$ cat config.mk
export PLATFORM = sky130hd
export DESIGN_NAME = prog_loader
export DESIGN_NICKNAME = d
export VERILOG_FILES = /design/src/rtl/loader_pkg.sv /design/src/rtl/byte_packer.sv /design/src/rtl/prog_loader.sv
export SDC_FILE = /design/constraint.sdc
export NUM_CORES = 1
export LEC_CHECK = 0
export ABC_AREA = 0
export BUFFER_PORTS_ARGS = -buffer_cell sky130_fd_sc_hd__buf_2
export CAP_MARGIN = 20
export CORE_UTILIZATION = 25
export DETAILED_ROUTE_END_ITERATION = 16
export PLACE_DENSITY_LB_ADDON = 0.12
export SLEW_MARGIN = 20
export SYNTH_ARGS = -nofsm -noshare
export SYNTH_HDL_FRONTEND = slang
export SYNTH_SLANG_ARGS = --single-unit
$ cat constraint.sdc
create_clock -name clk -period 7.9 [get_ports clk]
set_clock_uncertainty 0.15 [all_clocks]
set_input_delay 1.58 -clock clk [delete_from_list [all_inputs] [get_ports clk]]
set_output_delay 1.58 -clock clk [all_outputs]
set_load 0.005 [all_outputs]
$ cat src/rtl/loader_pkg.sv
// Shared definitions for the program loader: loader states and stream framing.
// Optional checksum byte after the data words is enabled by PROG_LOADER_CHECKSUM_EN.
package loader_pkg;

  localparam int HDR_BYTES  = 4;
  localparam int WORD_BYTES = 4;

`ifdef PROG_LOADER_CHECKSUM_EN
  typedef enum logic [2:0] {
    ST_HDR  = 3'd0,
    ST_DATA = 3'd1,
    ST_CSUM = 3'd2,
    ST_DONE = 3'd3,
    ST_ERR  = 3'd4
  } state_t;
`else
  typedef enum logic [2:0] {
    ST_HDR  = 3'd0,
    ST_DATA = 3'd1,
    ST_DONE = 3'd3,
    ST_ERR  = 3'd4
  } state_t;
`endif

endpackage

$ cat src/rtl/byte_packer.sv
// Four-byte little-endian shift assembler. word_ready marks the accepted byte
// that completes a word; word then already holds the complete 32-bit value.
module byte_packer
  import loader_pkg::*;
(
  input  logic        clk,
  input  logic        rst,
  input  logic        take,
  input  logic [7:0]  in_data,
  output logic [31:0] word,
  output logic        word_ready
);

  localparam logic [1:0] LAST_IDX = 2'(WORD_BYTES - 1);

  logic [1:0]  cnt;
  logic [23:0] sh;

  // shift each accepted byte in from the top so the first byte ends up lowest
  always_ff @(posedge clk or posedge rst) begin
    if (rst) begin
      cnt <= '0;
      sh  <= '0;
    end else if (take) begin
      cnt <= cnt + 2'd1;
      sh  <= {in_data, sh[23:8]};
    end
  end

  // completed word combines the three held bytes with the byte on the bus
  always_comb begin
    word       = {in_data, sh};
    word_ready = take && (cnt == LAST_IDX);
  end

endmodule

$ cat src/rtl/prog_loader.sv
// Boot-time program loader: receives a word count followed by that many
// little-endian 32-bit words and writes them into instruction memory while
// holding the CPU in reset. Optional trailing XOR checksum byte is enabled by
// defining PROG_LOADER_CHECKSUM_EN.
module prog_loader
  import loader_pkg::*;
#(
  parameter int ADDR_W = 7
) (
  input  logic              clk,
  input  logic              rst,
  input  logic              in_valid,
  input  logic [7:0]        in_data,
  output logic              in_ready,
  output logic              im_we,
  output logic [ADDR_W-1:0] im_addr,
  output logic [31:0]       im_wdata,
  output logic              cpu_hold,
  output logic              done,
  output logic              err
);

  localparam logic [32:0]       MAX_WORDS = 33'(1) << ADDR_W;
  localparam logic [ADDR_W:0]   REM_ONE   = 1;
  localparam logic [ADDR_W-1:0] ADDR_ONE  = 1;

`ifdef PROG_LOADER_CHECKSUM_EN
  localparam state_t ST_FIN = ST_CSUM;
`else
  localparam state_t ST_FIN = ST_DONE;
`endif

  state_t          state;
  state_t          state_nxt;
  logic            rdy_en;
  logic            accept;
  logic            take;
  logic [31:0]     word;
  logic            word_ready;
  logic [ADDR_W:0] remaining;
  logic            last_pulse;
`ifdef PROG_LOADER_CHECKSUM_EN
  logic [7:0]      csum;
`endif

  assign accept = in_valid && in_ready;
  assign take   = accept && ((state == ST_HDR) || (state == ST_DATA));

  byte_packer u_packer (
    .clk        (clk),
    .rst        (rst),
    .take       (take),
    .in_data    (in_data),
    .word       (word),
    .word_ready (word_ready)
  );

  // state register
  always_ff @(posedge clk or posedge rst) begin
    if (rst) state <= ST_HDR;
    else     state <= state_nxt;
  end

  // in_ready stays low through reset and rises on the first edge after release
  always_ff @(posedge clk or posedge rst) begin
    if (rst) rdy_en <= 1'b0;
    else     rdy_en <= 1'b1;
  end

  // next-state and status outputs; input is refused during the final write pulse
  always_comb begin
    state_nxt = state;
    in_ready  = 1'b0;
    cpu_hold  = 1'b1;
    done      = 1'b0;
    err       = 1'b0;
    case (state)
      ST_HDR: begin
        in_ready = rdy_en;
        if (word_ready) begin
          if ({1'b0, word} > MAX_WORDS) state_nxt = ST_ERR;
          else if (word == 32'd0)      state_nxt = ST_FIN;
          else                         state_nxt = ST_DATA;
        end
      end
      ST_DATA: begin
        in_ready = rdy_en && !last_pulse;
        if (im_we && last_pulse) state_nxt = ST_FIN;
      end
`ifdef PROG_LOADER_CHECKSUM_EN
      ST_CSUM: begin
        in_ready = rdy_en;
        if (accept) state_nxt = (in_data == csum) ? ST_DONE : ST_ERR;
      end
`endif
      ST_DONE: begin
        cpu_hold = 1'b0;
        done     = 1'b1;
      end
      ST_ERR: begin
        err = 1'b1;
      end
      default: state_nxt = ST_HDR;
    endcase
  end

  // word count capture, write strobe generation and address advance
  always_ff @(posedge clk or posedge rst) begin
    if (rst) begin
      im_we      <= 1'b0;
      im_addr    <= '0;
      im_wdata   <= '0;
      remaining  <= '0;
      last_pulse <= 1'b0;
    end else begin
      im_we <= 1'b0;
      if (im_we) im_addr <= im_addr + ADDR_ONE;
      if ((state == ST_HDR) && word_ready) remaining <= word[ADDR_W:0];
      if ((state == ST_DATA) && word_ready) begin
        im_we      <= 1'b1;
        im_wdata   <= word;
        remaining  <= remaining - REM_ONE;
        last_pulse <= (remaining == REM_ONE);
      end
    end
  end

`ifdef PROG_LOADER_CHECKSUM_EN
  // running XOR over data bytes only; header bytes are excluded
  always_ff @(posedge clk or posedge rst) begin
    if (rst)                               csum <= '0;
    else if ((state == ST_DATA) && take)   csum <= csum ^ in_data;
  end
`endif

endmodule

Word-level counts from Yosys, hierarchy flattened:

Cells that the tools add are included.

* add/subtract/negate cells: 3
* magnitude comparators: 1
* equal/unequal tests: 7
* mux-type cells: 12
* bitwise gates (word level): 1
* reduce and logical (&&, ||, !) cells: 14

Operators with widths (number)
* 32-bit by 8-bit greater-than comparator with 1-bit output, second input constant: 1
* 32-bit logical NOT: 1
* 8-bit 2-to-1 mux: 2
* 3-bit 2-to-1 mux: 3
* 3-bit case mux with 3 select lines: 1
* 8-bit by 1-bit == test with 1-bit output, second input constant: 1
* 8-bit by 1-bit subtractor with 8-bit output, second input constant: 1
* 7-bit by 1-bit adder with 7-bit output, second input constant: 1
* 1-bit logical AND: 7
* 1-bit 2-to-1 mux: 4
* 3-bit by 1-bit == test with 1-bit output, second input constant: 1
* 3-bit by 2-bit == test with 1-bit output, second input constant: 1
* 3-bit == test, second input constant: 1
* 3-bit logical NOT: 1
* 3-bit AND reduction: 1
* 2-bit by 1-bit adder with 2-bit output, second input constant: 1
* 2-bit == test, second input constant: 1
* 2-bit 2-to-1 mux: 1
* 2-bit by 1-bit inequality test with 1-bit output, second input constant: 1
* 2-bit inequality test, second input constant: 1
* 1-bit case mux with 2 select lines: 1
* 2-bit nonzero test: 1
* 2-bit OR reduction: 1
* 1-bit logical NOT: 1
* 2 further kinds: 2

* register bits: 79
* input port bits: 11
* output and inout bits: 44
* logic and storage cells: 47

Longest topological paths before layout:

* depth in word-level cells: 9
* depth in mapped cells: 7
* depth with buffers taken out: 5

Modules after synthesis:

From an unflattened synthesis, not the netlist that was laid out.

* cell total of the unflattened synthesis: 251
* area, all modules: 3457.1 um^2

Modules (own cells, without submodules)
* prog_loader: instances 1, cells each 185, area each 2314.7 um^2, seq. area each 1326.3 um^2
* byte_packer: instances 1, cells each 66, area each 1142.3 um^2, seq. area each 650.6 um^2

Worst setup path before layout:

No wires, ideal clock.

* path type: in2reg
* start: in in_valid
* end: reg im_wdata[1]
* setup time: 0.125 ns
* arrival time: 2.534 ns
* required time: 7.625 ns
* slack: 5.091 ns
* cell stages on the path: 5
* path buffers: 2
* cell sequence: and3_1 buf_2 nand3_2 buf_2 mux2_2

* longest elaborated chain between the ends: 4

RTL lines
* from (decl): line prog_loader.sv:12 `input logic in_valid,`
* 1-bit logical AND: line prog_loader.sv:46 `assign accept = in_valid && in_ready;`
* 1-bit logical AND: line prog_loader.sv:47 `assign take = accept && ((state == ST_HDR) || (state == ST_DATA));`
* 1-bit logical AND: line byte_packer.sv:33 `word_ready = take && (cnt == LAST_IDX);`
* 1-bit logical AND: line prog_loader.sv:119 `if ((state == ST_DATA) && word_ready) begin`
* to (signal assigned): line prog_loader.sv:121 `im_wdata <= word;`
* to (decl): line prog_loader.sv:17 `output logic [31:0] im_wdata,`

Every way passes these cells.
A chain may end at the register's enable or synchronous reset.

Final worst setup path:

* start: reg state[0]
* end: out done

* longest elaborated chain between the ends: 2

RTL lines
* from (decl): line prog_loader.sv:33 `state_t state;`
* from (signal assigned): line prog_loader.sv:61 `else state <= state_nxt;`
* 3-bit by 2-bit == test with 1-bit output: line prog_loader.sv:77 `case (state)`
* 1-bit 2-to-1 mux: line prog_loader.sv:77
* to (decl): line prog_loader.sv:19 `output logic done,`

Every way passes these cells.

==> results.md <==
* Largest family of logic cells by synthesized area: multiplexers
* Worst path required time at 6.17 ns
* Final setup viols at 0
* Mux cell area share after synthesis at 0.188
* Hold Crit Class: flop to flop
* Slew Limit Fails at 0
* Largest net degree at the start of global routing at 80
* Slew Limit Headroom at 0.379
* Final wirelength at 7.32 mm
* TritonCTS clock tree: yes
* Compound-gate portion of the synthesized area at 0.0650
* Vias/cell at 4.44
* Port bufs at 54
* DR vias at 2163
* Post-synthesis simple-gate area fraction at 0.0904
* First-pass GRT wire length at 12.3 mm
* Worst Max-Slew Pin Slew at 0.930 ns
* Overall Power at 1.20 mW
* Critical path arrival at 1.77 ns
* Chip width at 118 microns
* Setup_tns at 0 ns
* FMAX at 286 MHz
* Max VDD drop at 0.000107 V
* Setup CP Type: flop to output port
* H-tree lvl count at 3
* Clock share of power at 0.357
* Final hold violation count at 0
* Drt wl/cell at 15.0 microns
* Post-Syn Area per Cell at 13.1 sq um
* Mapped Cells at 255
* Initial antenna violation count at 0
* M1 wire length at 3.44 mm
* Total track usage at 0.115
* Static Leak at 2.04 nW
* Max FO, Critical Path at 27
* Power Dens Cells at 293 nW/um^2
* Core area at 12800 sq um
* CTS Buf Count at 9
* Root Buffer: clkbuf_16
* Number of inserted diodes at 0
* Area Growth Syn to Fin at 22.0%
* Post-synthesis sequential area ratio at 0.590
* Met3 Wirelength at 326 microns
* Hpwl dp at 4.82 mm
* Worst hold slack at 0.321 ns
* Clock slew at reported path FFs at 0.06 ns
* Post-CTS setup buffer count at 0
* Synth warn at 0
* Post-layout min period at 3.50 ns
* Area occupied by multi-input gates at 1270 sq um
* Fin crit share at 0.443
* Filler Cell Count at 1352
* Int Pwr at 0.856 mW
* Hold buffer count at CTS at 0
* DR top layer: met4
* Synthesized Nets at 270
* Skew-Pair Late Insertion Delay at 0.33 ns
* TritonRoute pass-1 iters at 4
* Combinational share of power at 0.150
* Routed wire length on met2 at 3.46 mm
* Dpl cells at 472
* Status: finished, final reports clean
* Sequential cell area at 1980 sq um
* Synth Register Bits at 79
* Die Y at 118 microns
* Residual DRC at 0
* Die area at 13900 sq um
* Post-layout nets at 326
* Final ANT Viol Nets at 0
* Cell Count, Final, Fillers Out at 487
* Initial core utilization at 0.261
* Resized Gates After CTS at 0
* Post-synthesis xor/xnor area fraction at 0.0183
* Max Cap Viol at 0
* GP Congestion at 0.681
* Post-Syn Area at 3350 sq um
* Critical path launch point type: flop
* Clk sink count at 79
* RSZ-0062 raised after global routing: no
* CTS Buffer Depth at 2
* GRT overflow at 0
* Layout cells sized above 1 at 0.362
* Switching portion of total power at 0.286
* Synth Area in Adders at 0.0149
* Sequential share of power at 0.494
* Distinct cell type count after synthesis at 40
* Worst Setup End Kind: output port
* Top Ports at 55
* Initial DRC count at 88
* Vias in the first global route at 2259
* Switch Pwr at 0.343 mW
* # rows at 41
## metrics by stage
| stage | utilization | worst slack [ns] | area (sq um) |
|---|---|---|---|
| floorplan | - | 4.15 | 3350 |
| global placement | 0.294 | 4.36 | 3770 |
| detailed placement | 0.294 | 4.32 | 3770 |
| CTS | 0.318 | 4.39 | 4080 |
| global route | 0.319 | 4.21 | 4090 |
| finish | 0.319 | 4.40 | 4090 |
## cell families after synthesis
family | after synthesis
adders and majority gates | 4
buffers and inverters | 19
xor gates and xnor gates | 7
DFF | 79
and+or+nand+nor | 57
muxes | 56
other | 1
AOI/OAI and AO/OA | 32
## routing by layer
metal  track usage  up-vias
met5             0        -
met2         0.176       47
met4        0.0433        0
met1         0.148     1083
met3        0.0378        6
li1              -     1027
## critical path: stages (launching register included)
cell and delay [ns]:
dfrtp_1 0.88, and2b_1 0.31, nand2_1 0.09, inv_1 0.06
buf_2 0.10
## cell type report
cell class	count	area share
clock buffer	13	0.0661
inverter	8	0.00765
tap	172	0.0526
sequential	79	0.484
clock inverter	2	0.00949
timing repair buffer	56	0.0707
multi-input combinational	157	0.310
## flip-flops by register name (all words and copies together), names as in the netlist
name and cells:
im_we 1, u_packer.sh 24, u_packer.cnt 2, im_addr 7
remaining 8, last_pulse 1, im_wdata 32, state 3
rdy_en 1
## Yosys cell counts, drive strengths merged
library cell	instances	area, sq um
o311ai	1	8.76
a31o	1	8.76
o21bai	1	7.51
or4b	1	10.0
inv	8	30.0
and3	3	18.8
and2b	1	7.51
mux2	56	631
conb	1	3.75
nand4b	2	17.5
nor3	2	10.0
nor2b	1	6.26
or3	1	6.26
nand4	4	25.0
nor3b	1	7.51
a211oi	1	20.0
a21oi	9	45.0
clkbuf	3	11.3
a21o	1	7.51
ha	4	50.1
xor2	4	35.0
and2	2	12.5
buf	8	66.3
nand2	16	62.6
nor4	9	56.3
nor2	10	37.5
a21boi	1	7.51
dfrtp	79	1980
a31oi	4	25.0
nand3	4	25.0
o21ai	7	35.0
o22a	5	43.8
xnor2	3	26.3
a2111oi	1	8.76
## layout by cell type, fill, tap and decap left out, drive strengths merged, types with 2 or more instances in the layout
cell type  Yosys  routed
nor3           2       2
mux2          56      56
and2           2       2
nand3          4       4
and3           3       3
o22a           5       5
clkinv         0       2
xor2           4       4
nor2          10      10
a31oi          4       4
o21ai          7       7
nand2         16      16
dfrtp         79      79
a21oi          9       9
nand4          4       4
nor4           9       9
ha             4       4
inv            8       7
buf            8      56
clkbuf         3      13
nand4b         2       2
xnor2          3       3
## final timing paths
check / start / endpoint / slack, ns / depth (start not counted)
max: state[0] / done / 4.40 / 4
min: im_addr[6] / im_addr[6] / 0.32 / 1
max reg2reg: state[0] / im_wdata[24] / 5.12 / 3
min reg2reg: im_addr[6] / im_addr[6] / 0.32 / 1
max in group asynchronous: rst / im_wdata[25] / 5.80 / 3
min in group asynchronous: rst / im_wdata[5] / 1.28 / 3
## power by group through the flow
stage / sequential [mW] / clock (mW) / combinational [mW]
after detailed placement: 0.602 / 0 / 0.183
after CTS: 0.595 / 0.445 / 0.184
final: 0.592 / 0.427 / 0.180
after global placement: 0.602 / 0 / 0.179
after floorplan: 0.560 / 0 / 0.149
after global routing: 0.611 / 0.460 / 0.205
Power figures use the tool's default switching activity.
